[src/rtl/serial_add_controller.sv]
// ---------------------------------------------------------------------------
// serial_add_controller
//   Bit-serial adder sequencer. Drives one shared, external 1-bit full adder
//   to add two WIDTH-bit operands one bit per clock, LSB first. Operands and
//   the initial carry are latched on the accept edge. Sum, carry-out and
//   signed overflow come back together with a one-cycle done pulse.
//
//   Ports
//     clk, rst          clock (rising edge), asynchronous active-high reset
//     start             request; only looked at while idle
//     a_in, b_in        WIDTH-bit operands, captured on the accept edge
//     cin_in            initial carry, captured on the accept edge
//     fa_a, fa_b        operand bits to the full adder
//     fa_cin            carry bit to the full adder
//     fa_sum, fa_cout   combinational results from the full adder
//     busy              high while an add is in flight (RUN and DONE)
//     done              one-cycle pulse, results valid
//     sum_out           WIDTH-bit sum, held until the next add finishes
//     cout_out          final carry-out, held
//     ovf_out           signed overflow, held
// ---------------------------------------------------------------------------
module serial_add_controller #(
   parameter int WIDTH = 8
) (
   input  logic             clk,
   input  logic             rst,
   input  logic             start,
   input  logic [WIDTH-1:0] a_in,
   input  logic [WIDTH-1:0] b_in,
   input  logic             cin_in,
   output logic             fa_a,
   output logic             fa_b,
   output logic             fa_cin,
   input  logic             fa_sum,
   input  logic             fa_cout,
   output logic             busy,
   output logic             done,
   output logic [WIDTH-1:0] sum_out,
   output logic             cout_out,
   output logic             ovf_out
);

   localparam logic [1:0] IDLE = 2'd0;
   localparam logic [1:0] RUN  = 2'd1;
   localparam logic [1:0] DONE = 2'd2;

   localparam int IDX_W = (WIDTH > 2) ? $clog2(WIDTH) : 1;
   localparam logic [IDX_W-1:0] LAST_IDX = IDX_W'(WIDTH - 1);

   logic [1:0]       state;
   logic [WIDTH-1:0] a_sr;
   logic [WIDTH-1:0] b_sr;
   logic [WIDTH-1:0] res_sr;
   logic             carry;
   logic [IDX_W-1:0] idx;

   // Signed overflow: carry into the MSB differs from carry out of it.
   function automatic logic signed_ovf(input logic c_into_msb, input logic c_out_msb);
      return c_into_msb ^ c_out_msb;
   endfunction

   // Operand registers shift right each RUN cycle, so bit idx is always at
   // position 0; result bits enter at the MSB and end up in place after
   // WIDTH shifts.
   logic [WIDTH-1:0] res_next;
   assign res_next = {fa_sum, res_sr[WIDTH-1:1]};

   always_ff @(posedge clk or posedge rst) begin
      if (rst) begin
         state    <= IDLE;
         a_sr     <= '0;
         b_sr     <= '0;
         res_sr   <= '0;
         carry    <= 1'b0;
         idx      <= '0;
         done     <= 1'b0;
         sum_out  <= '0;
         cout_out <= 1'b0;
         ovf_out  <= 1'b0;
      end else begin
         done <= 1'b0;
         case (state)
            IDLE: begin
               if (start) begin
                  a_sr   <= a_in;
                  b_sr   <= b_in;
                  res_sr <= '0;
                  carry  <= cin_in;
                  idx    <= '0;
                  state  <= RUN;
               end
            end
            RUN: begin
               a_sr   <= a_sr >> 1;
               b_sr   <= b_sr >> 1;
               res_sr <= res_next;
               carry  <= fa_cout;
               idx    <= idx + 1'b1;
               if (idx == LAST_IDX) begin
                  sum_out  <= res_next;
                  cout_out <= fa_cout;
                  ovf_out  <= signed_ovf(carry, fa_cout);
                  done     <= 1'b1;
                  state    <= DONE;
               end
            end
            DONE: begin
               state <= IDLE;
            end
            default: begin
               state <= IDLE;
            end
         endcase
      end
   end

   // Adder inputs come only from registered state; zero outside RUN.
   assign busy   = (state != IDLE);
   assign fa_a   = (state == RUN) & a_sr[0];
   assign fa_b   = (state == RUN) & b_sr[0];
   assign fa_cin = (state == RUN) & carry;

endmodule
[config.mk]
export PLATFORM = sky130hd
export DESIGN_NAME = serial_add_controller
export DESIGN_NICKNAME = d
export VERILOG_FILES = /design/src/rtl/serial_add_controller.sv
export SDC_FILE = /design/constraint.sdc
export NUM_CORES = 1
export LEC_CHECK = 0
export ABC_AREA = 1
export CORE_MARGIN = 5
export CORE_UTILIZATION = 50
export CTS_CLUSTER_DIAMETER = 150
export CTS_CLUSTER_SIZE = 40
export DETAILED_ROUTE_END_ITERATION = 12
export HOLD_SLACK_MARGIN = 0.08
export PLACE_DENSITY = 0.77
export SLEW_MARGIN = 25
export SYNTH_ARGS = -nofsm -noshare
export SYNTH_HDL_FRONTEND = slang
export SYNTH_SLANG_ARGS = --single-unit
export TNS_END_PERCENT = 1
[constraint.sdc]
create_clock -name clk -period 2.9 [get_ports clk]
set_input_delay 0.725 -clock clk [delete_from_list [all_inputs] [get_ports clk]]
set_output_delay 0.725 -clock clk [all_outputs]
set_load 0.005 [all_outputs]
==> results of run 1 <==
[routing by layer]
layer | global-route usage [%] | up-vias
met5 | 0 | -
met4 | 5.637 | 0
met3 | 4.769 | 4
met2 | 23.27 | 32
met1 | 20.59 | 686
li1 | - | 774
[flip-flops by register name (all words and copies together), names as in the netlist]
signal	flops
b_sr	8
ovf_out	1
cout_out	1
sum_out	8
state	2
idx	3
res_sr	7
done	1
carry	1
a_sr	8
[placed cells by master, fill, tap and decap left out, drive strengths merged]
cell type / netlist / layout
a21oi: 2 / 2
buf: 9 / 4
bufinv: 0 / 1
clkbuf: 0 / 6
clkdlybuf4s50: 0 / 36
clkinv: 0 / 1
dfrtp: 40 / 40
ha: 2 / 2
inv: 43 / 43
nand2: 97 / 97
nand3: 17 / 17
nor2: 7 / 7
o21ai: 18 / 18
[cell families (layout without fill, tap and decap cells)]
kind of cell    Yosys count  in the layout  share of synthesized area, %
compound gates           20             20                         6.225
fa+ha+maj                 2              2                         1.310
buf+inv                  52             91                         12.38
flops                    40             40                         52.42
simple gates            121            121                         27.65
[cells in the mapped netlist (all sizes together)]
cell    n  area share [%]
a21oi   2            0.72
ha      2             1.3
o21ai  18             5.5
nor2    7             1.5
nand3  17             6.0
nand2  97              20
inv    43             8.5
dfrtp  40              52
buf     9             3.9
[worst max-delay path: cells and delay by family, from the launching register on]
kind                   cells  cell delay (ps)
and+or+nand+nor            1               70
DFF                        1              440
buffers and inverters      3              820
[power breakdown]
group,switching (mW),internal (mW)
clock network,0.183,0.255
logic,0.529,0.457
registers,0.133,0.802
total,0.846,1.51
[worst max path at each step]
stage	startpoint	to	depth (start not counted)
3_3_place_gp	state[1]	fa_cin	4
5_1_grt	state[1]	fa_b	4
4_1_cts	state[0]	busy	4
3_5_place_dp	state[0]	busy	4
6_report	state[0]	busy	4
2_1_floorplan	rst	a_sr[0]	1
[layout make-up]
type	instances	area, um^2
Fill cell	344	1296
Inverter	43	161.4
Tap cell	48	60.06
Clock inverter	2	35.03
Clock buffer	6	72.57
Timing Repair Buffer	40	390.4
Multi-Input combinational cell	143	671.9
Sequential cell	40	1001
[through the flow]
step                total power, mW  worst slack [ps]  hold WS (ps)  cell area (um^2)
floorplan                     1.616              1257         445.9              1909
global route                  2.587             461.4         508.0              2392
finish                        2.360             547.9         479.5              2392
detailed placement            1.948             866.3         466.8              2285
global placement              1.918             886.1         458.4              2285
CTS                           2.396             540.3         484.7              2392
==> run summary, run 1 <==
The cell count after synthesis is 235. The clock latency reported for the late side of the worst-skew pair is 290 ps, and the width of the die is 71.80 um. The worst path required time was 2170 ps.

In this run the worst hold path is classified as reg -> reg. The worst hold path begins at idx[1]. Summing every instance area after synthesis gives 1909 um^2. The share of the core filled with cells in the final layout was 64.86%; the maximum fanout along the worst path was 17. Counting every net in the synthesized netlist gives 259.

After legalization and detailed placement, the total HPWL measured 2578 um. The worst hold path cell count is 2. Number of antenna violations at the first check in global routing: 0. The total power divided by cell area came out at 986.6 nW/um^2.

The first TritonRoute pass finished after 4 iterations. The tools report the pin count of the biggest net entering global routing as 41. The tools report the aggregate global-route resource usage as 15.32%. After detailed routing, the met2 layer carries 1694 um of wire.

The tools report the cell count after placement as 314. The worst pin sits at a relative slew slack of 67.14%. The run gives 52.42% as the register area share after synthesis.

Derived from the worst setup path, the maximum achievable clock frequency is 0.4252 GHz. For the clock tree buffer depth, the log shows 2. The tools report the total length of routed wires as 3553 um. The clock period minus final worst setup slack is 2352 ps, and the die footprint is 5155 um^2.

A synthesized cell averages 8.125 um^2. The number of failing hold endpoints at the final stage came out at 0. CTS placed an instance of sky130_fd_sc_hd__clkbuf_8 at the clock tree root.

The tools report the via count as 1,496. Sink of the worst hold path: idx[1]. After detailed routing, the wire length on met1 is 1590 um. Setup repair after global routing left no endpoint under its margin. After detailed routing, no signal wire sits above met4.

Walking the worst path, the cells encountered are buf_4 -> inv_2 -> nand2_1 -> clkdlybuf4s50_1. Once detail routing completed, the nets flagged for antenna violations numbered 0. For this run, the slowest stage of the critical path takes 490 ps. Once the floorplan was initialized, standard cells occupied 51.76% of the core. At the pin with the least slew margin, the transition time is 492.9 ps.

Once the clock tree was built, the resizer swapped 0 gates to a different size. STA classifies the critical path startpoint as a register. Yosys printed 0 warnings. The floorplan has 22 rows. TritonCTS built the clock tree.

The number of antenna diodes in the final layout is 0. The area of the placeable core is 3689 um^2. The worst setup path is captured at a primary output. The flow ran to the end, and the final reports show no timing, DRC or antenna violations. Number of primary I/O pins: 37.

The data arrival time at the worst-slack endpoint is 1630 ps, and the total congestion overflow is 0. The weighted congestion at the end of routability-driven global placement came out at 0.8267. The endpoint identified for the worst register-to-register timing path is sum_out[0]. Buffers inserted to repair hold after CTS numbered 0. The number of max-slew violations in the final report was 0. The post-route non-filler standard cell count was 322; the first-pass GRT wire length was 6244 um.

The run gives 5 as the number of buffers added by the clock tree synthesis step. Across all register-to-register paths, the minimum setup slack is 1130 ps. The floorplan step set the die height to 71.80 um.

After detailed routing, the average wire length per cell comes to 11.03 um. The count of unresolved DRC violations after routing is 0, and the number of cell instances on the worst register-to-register path is 6. The detailed router finished its first iteration with 140 violations. Between clock sinks in the finished design, the worst skew comes to 8.108 ps. Sink count of the clock tree: 40. The total met3 wirelength after detailed routing was 210 um. Setup violations remaining at the end of the flow were counted as 0. The synthesized netlist contains 19 unique library cells.

The run gives 2 as the H-tree level count. Port buffering added 36 buffers. The fraction of the cycle the final worst path needs works out to 81.11%.

The vias per cell was 4.646. The critical path is of the reg -> out type. The clock slew at the register clock pins of the worst setup and hold paths works out to 80 ps. The startpoint identified for the worst register-to-register timing path is state[0]. In this run the static leakage power is 1.279 nW.

VDD sags by at most 555.3 uV. The logs give 297 for the net count reported at finish and 0 ps for the final total negative setup slack. Synthesis inferred 40 register bits. After clock tree synthesis, the setup repair step added 0 buffers. For the via count of the first global-routing pass, the log shows 1,430. The post-synthesis to final-layout area growth works out to 25.29%. Critical-path cell with the highest stage delay: sky130_fd_sc_hd__clkdlybuf4s50_1.

The share of layout cells above drive strength 1 is 10.58%, and the max-capacitance violation count is 0.
Note: power is estimated with default switching activity, not from simulation.
==> run 2: changes to the inputs <==
--- a/config.mk
+++ b/config.mk
@@ -7,12 +7,12 @@
 export LEC_CHECK = 0
 export ABC_AREA = 1
 export CORE_MARGIN = 5
-export CORE_UTILIZATION = 50
+export CORE_UTILIZATION = 46
 export CTS_CLUSTER_DIAMETER = 150
 export CTS_CLUSTER_SIZE = 40
 export DETAILED_ROUTE_END_ITERATION = 12
 export HOLD_SLACK_MARGIN = 0.08
-export PLACE_DENSITY = 0.77
+export PLACE_DENSITY = 0.75
 export SLEW_MARGIN = 25
 export SYNTH_ARGS = -nofsm -noshare
 export SYNTH_HDL_FRONTEND = slang
==> constraint.sdc (replaced) <==
create_clock -name clk -period 2.14 [get_ports clk]
set_input_delay 0.535 -clock clk [delete_from_list [all_inputs] [get_ports clk]]
set_output_delay 0.535 -clock clk [all_outputs]
set_load 0.005 [all_outputs]
==> run summary, run 2 (same netlist as run 1, synthesis figures left out) <==
The maximum fanout along the worst path is 8 (-9). The run gives 478.8 ps (-0.6930 ps) as the worst hold margin. Width of the die: 74.43 um (+3.7%).

For the clock skew, the log shows 4.978 ps (-3.130 ps). The clock period could shrink to 2018 ps. The detailed-placement wirelength estimate came out at 2651 um (+2.8%). The tools report the number of nets still failing antenna checks after routing as 0 (unchanged). The timing-limited maximum frequency came out at 0.4955 GHz.

Setup repair after global routing left no endpoint under its margin. Port buffer count: 36 (unchanged). The worst slew slack as a fraction of its limit was 66.68% (-0.45 points). By startpoint and endpoint, the worst setup path is classified as reg -> out. The run gives 0 (unchanged) as the hold-fix buffer count after cts. The height of the die works out to 74.43 um (+3.7%). The sequential cell area is 1001 um^2 (unchanged). The count of routing violations after the opening detailed-route iteration was 75 (-46%); the data arrival time at the worst-slack endpoint was 1480 ps (-150 ps). The total length of routed wires is 3771 um (+6.1%). The run gives 342 (-0.58%) as the number of filler instances in the final layout. The number of max-slew violations in the final report is 0 (unchanged), and the switching share of power is 35.22% (-0.64 points). The number of failing hold endpoints at the final stage is 0 (unchanged), and the post-route total power is 3.333 mW (+41%).

The number of cell instances on the worst register-to-register path works out to 5 (-1). The vias per cell is 4.559 (-1.9%), and the power share of the clock group is 19.6% (+1.0 points). The total power divided by cell area came out at 1360 nW/um^2 (+38%). Number of antenna violations at the first check in global routing: 0 (unchanged). The worst vdd rail ir drop was 676.5 uV (+22%). The run gives 5539 um^2 (+7.5%) as the die footprint.

The post-placement worst setup slack is 357.3 ps (-509.0 ps). The routing usage on met2 is 24.39% (+1.1 points), and the post-CTS setup-driven buffer insertion count is 0 (unchanged). In this run the worst setup path terminates at fa_cin. The routed length per placed instance was 11.46 um (+3.9%).

The tools report the count of unresolved DRC violations after routing as 0 (unchanged). The run gives 671.9 um^2 (unchanged) as the area occupied by multi-input gates. The flow ran to the end, and the final reports show no timing, DRC or antenna violations. The logs give 4 (unchanged) for the first-pass iteration count of the detailed router and 1,500 (+0.27%) for the via count. The type of origin of the critical path was a register. Global routing's busiest layer: met2. Tracing the worst setup path back leads to its startpoint at state[1].

The antenna cell count came out at 0 (unchanged). For the number of primary I/O pins, the log shows 37 (unchanged). The H-tree level count was 2 (unchanged); the sequential share of power was 38.0% (-1.6 points). The path class of the lowest-slack min-delay path is reg -> reg. The area of the placeable core came out at 4000 um^2 (+8.4%).

For the leakage dissipation, the log shows 1.312 nW (+2.6%). The root buffer cell chosen for the clock tree is sky130_fd_sc_hd__clkbuf_8. The tools report the first-pass GRT wire length as 6258 um (+0.22%). The tools report the max-capacitance violation count as 0 (unchanged).

From synthesis to final layout, the design area changed by 28.37%. For the aggregate global-route resource usage, the log shows 14.87% (-0.45 points). The setup slack of the most critical reg-to-reg path came out at 760 ps (-370 ps). The via count of the first global-routing pass is 1,429 (-0.070%), and the internal power component is 2.159 mW (+43%). Total congestion overflow: 0 (unchanged). The pin slew with the least headroom to its limit is 499.7 ps (+6.822 ps), and the clock tree buffer depth is 2 (unchanged). The run gives 1600 ps (-570 ps) as the worst path required time. The run gives 1.174 mW (+39%) as the reported net switching power. TritonCTS built the clock tree. The share of layout cells above drive strength 1 was 12.54% (+2.0 points); the combinational share of power was 42.4% (+0.6 points).

The run gives 47.73% (-4.0 points) as the starting density of the core. The worst register-to-register path begins at idx[0]. The clock latency reported for the late side of the worst-skew pair came out at 280 ps (about the same). The endpoint identified for the worst register-to-register timing path is sum_out[0]. The leading cell type in the layout, fill and taps excluded is sky130_fd_sc_hd__nand2_1. After layout, the worst path uses 94.30% of the clock period. Final total negative setup slack: 0 ps (unchanged). In the final layout, the registers with the most flip-flops are a_sr (8), b_sr (8), sum_out (8). The weighted congestion at the end of routability-driven global placement was 0.7709 (-6.7%); the number of standard-cell rows in the floorplan was 23 (+4.5%).

The slack of the critical path was 121.9 ps (-426.0 ps). The global routing met3 resource utilization is 2.973% (-1.8 points). The worst setup path is captured at a primary output.

The met1 capacity usage during global routing came out at 19.33% (-1.3 points). The logs give 0 (unchanged) for the final-report setup violation count and 0 (unchanged) for the post-CTS resize count. The number of buffers added by the clock tree synthesis step is 5 (unchanged).

Sink count of the clock tree: 40 (unchanged). Leaving out fill and tap cells, the most frequent cells in the layout are sky130_fd_sc_hd__nand2_1, sky130_fd_sc_hd__inv_1, sky130_fd_sc_hd__dfrtp_1. The clock slew at the register clock pins of the worst setup and hold paths came out at 70 ps (about the same).

For the net count reported at finish, the log shows 302 (+1.7%). The run gives 41 (unchanged) as the pin count of the biggest net entering global routing.
==> run 2: cell types whose count changed in the layout (fill, tap and decap cells not counted), sizes merged <==
cell,delta
clkbuf,+1
clkinv,-1
buf,+5
==> run 2: power groups by stage <==
| stage | combinational (mW) | sequential, mW | clock, mW |
|---|---|---|---|
| final | 1.41 | 1.27 | 0.654 |
| after floorplan | 0.941 | 1.25 | 0 |
| after detailed placement | 1.41 | 1.27 | 0 |
| after CTS | 1.42 | 1.27 | 0.670 |
| after global placement | 1.37 | 1.27 | 0 |
| after global routing | 1.58 | 1.31 | 0.713 |
==> run 2: per-layer routing <==
| layer | vias up | wire (um) |
|---|---|---|
| met4 | 0 | 53 |
| met3 | 4 | 111 |
| met5 | - | 0 |
| met2 | 20 | 1826 |
| met1 | 697 | 1780 |
| li1 | 779 | - |
==> run 2: cell type report <==
type / instances / area share, %
sequential: 40 / 40.84
tap: 50 / 2.552
clock inverter: 1 / 1.225
multi-input combinational: 143 / 27.41
timing repair buffer: 45 / 17.46
inverter: 43 / 6.585
clock buffer: 7 / 3.931
==> run 2: worst min path at each step <==
stage | startpoint | end | slack [ps] | depth (start not counted)
after floorplan | idx[1] | idx[1] | 450 | 2
after global placement | idx[1] | idx[1] | 460 | 2
after detailed placement | b_sr[2] | b_sr[2] | 460 | 2
after CTS | a_sr[6] | a_sr[6] | 480 | 2
after global routing | idx[0] | idx[0] | 510 | 1
final | state[1] | done | 480 | 1
==> run 2: per-stage QoR <==
step,instances,utilization [%],instance area [um^2]
5_1_grt,329,61.28,2451
3_3_place_gp,319,57.74,2310
4_1_cts,327,60.90,2436
6_report,329,61.28,2451
3_5_place_dp,319,57.74,2310
2_1_floorplan,235,-,1909
==> run 2: worst max-delay path, stage by stage, from the launching register on <==
cell and delay, ps:
sky130_fd_sc_hd__dfrtp_1 400, sky130_fd_sc_hd__inv_2 100, sky130_fd_sc_hd__nand2_4 90, sky130_fd_sc_hd__nor2_1 110
sky130_fd_sc_hd__clkdlybuf4s50_1 510
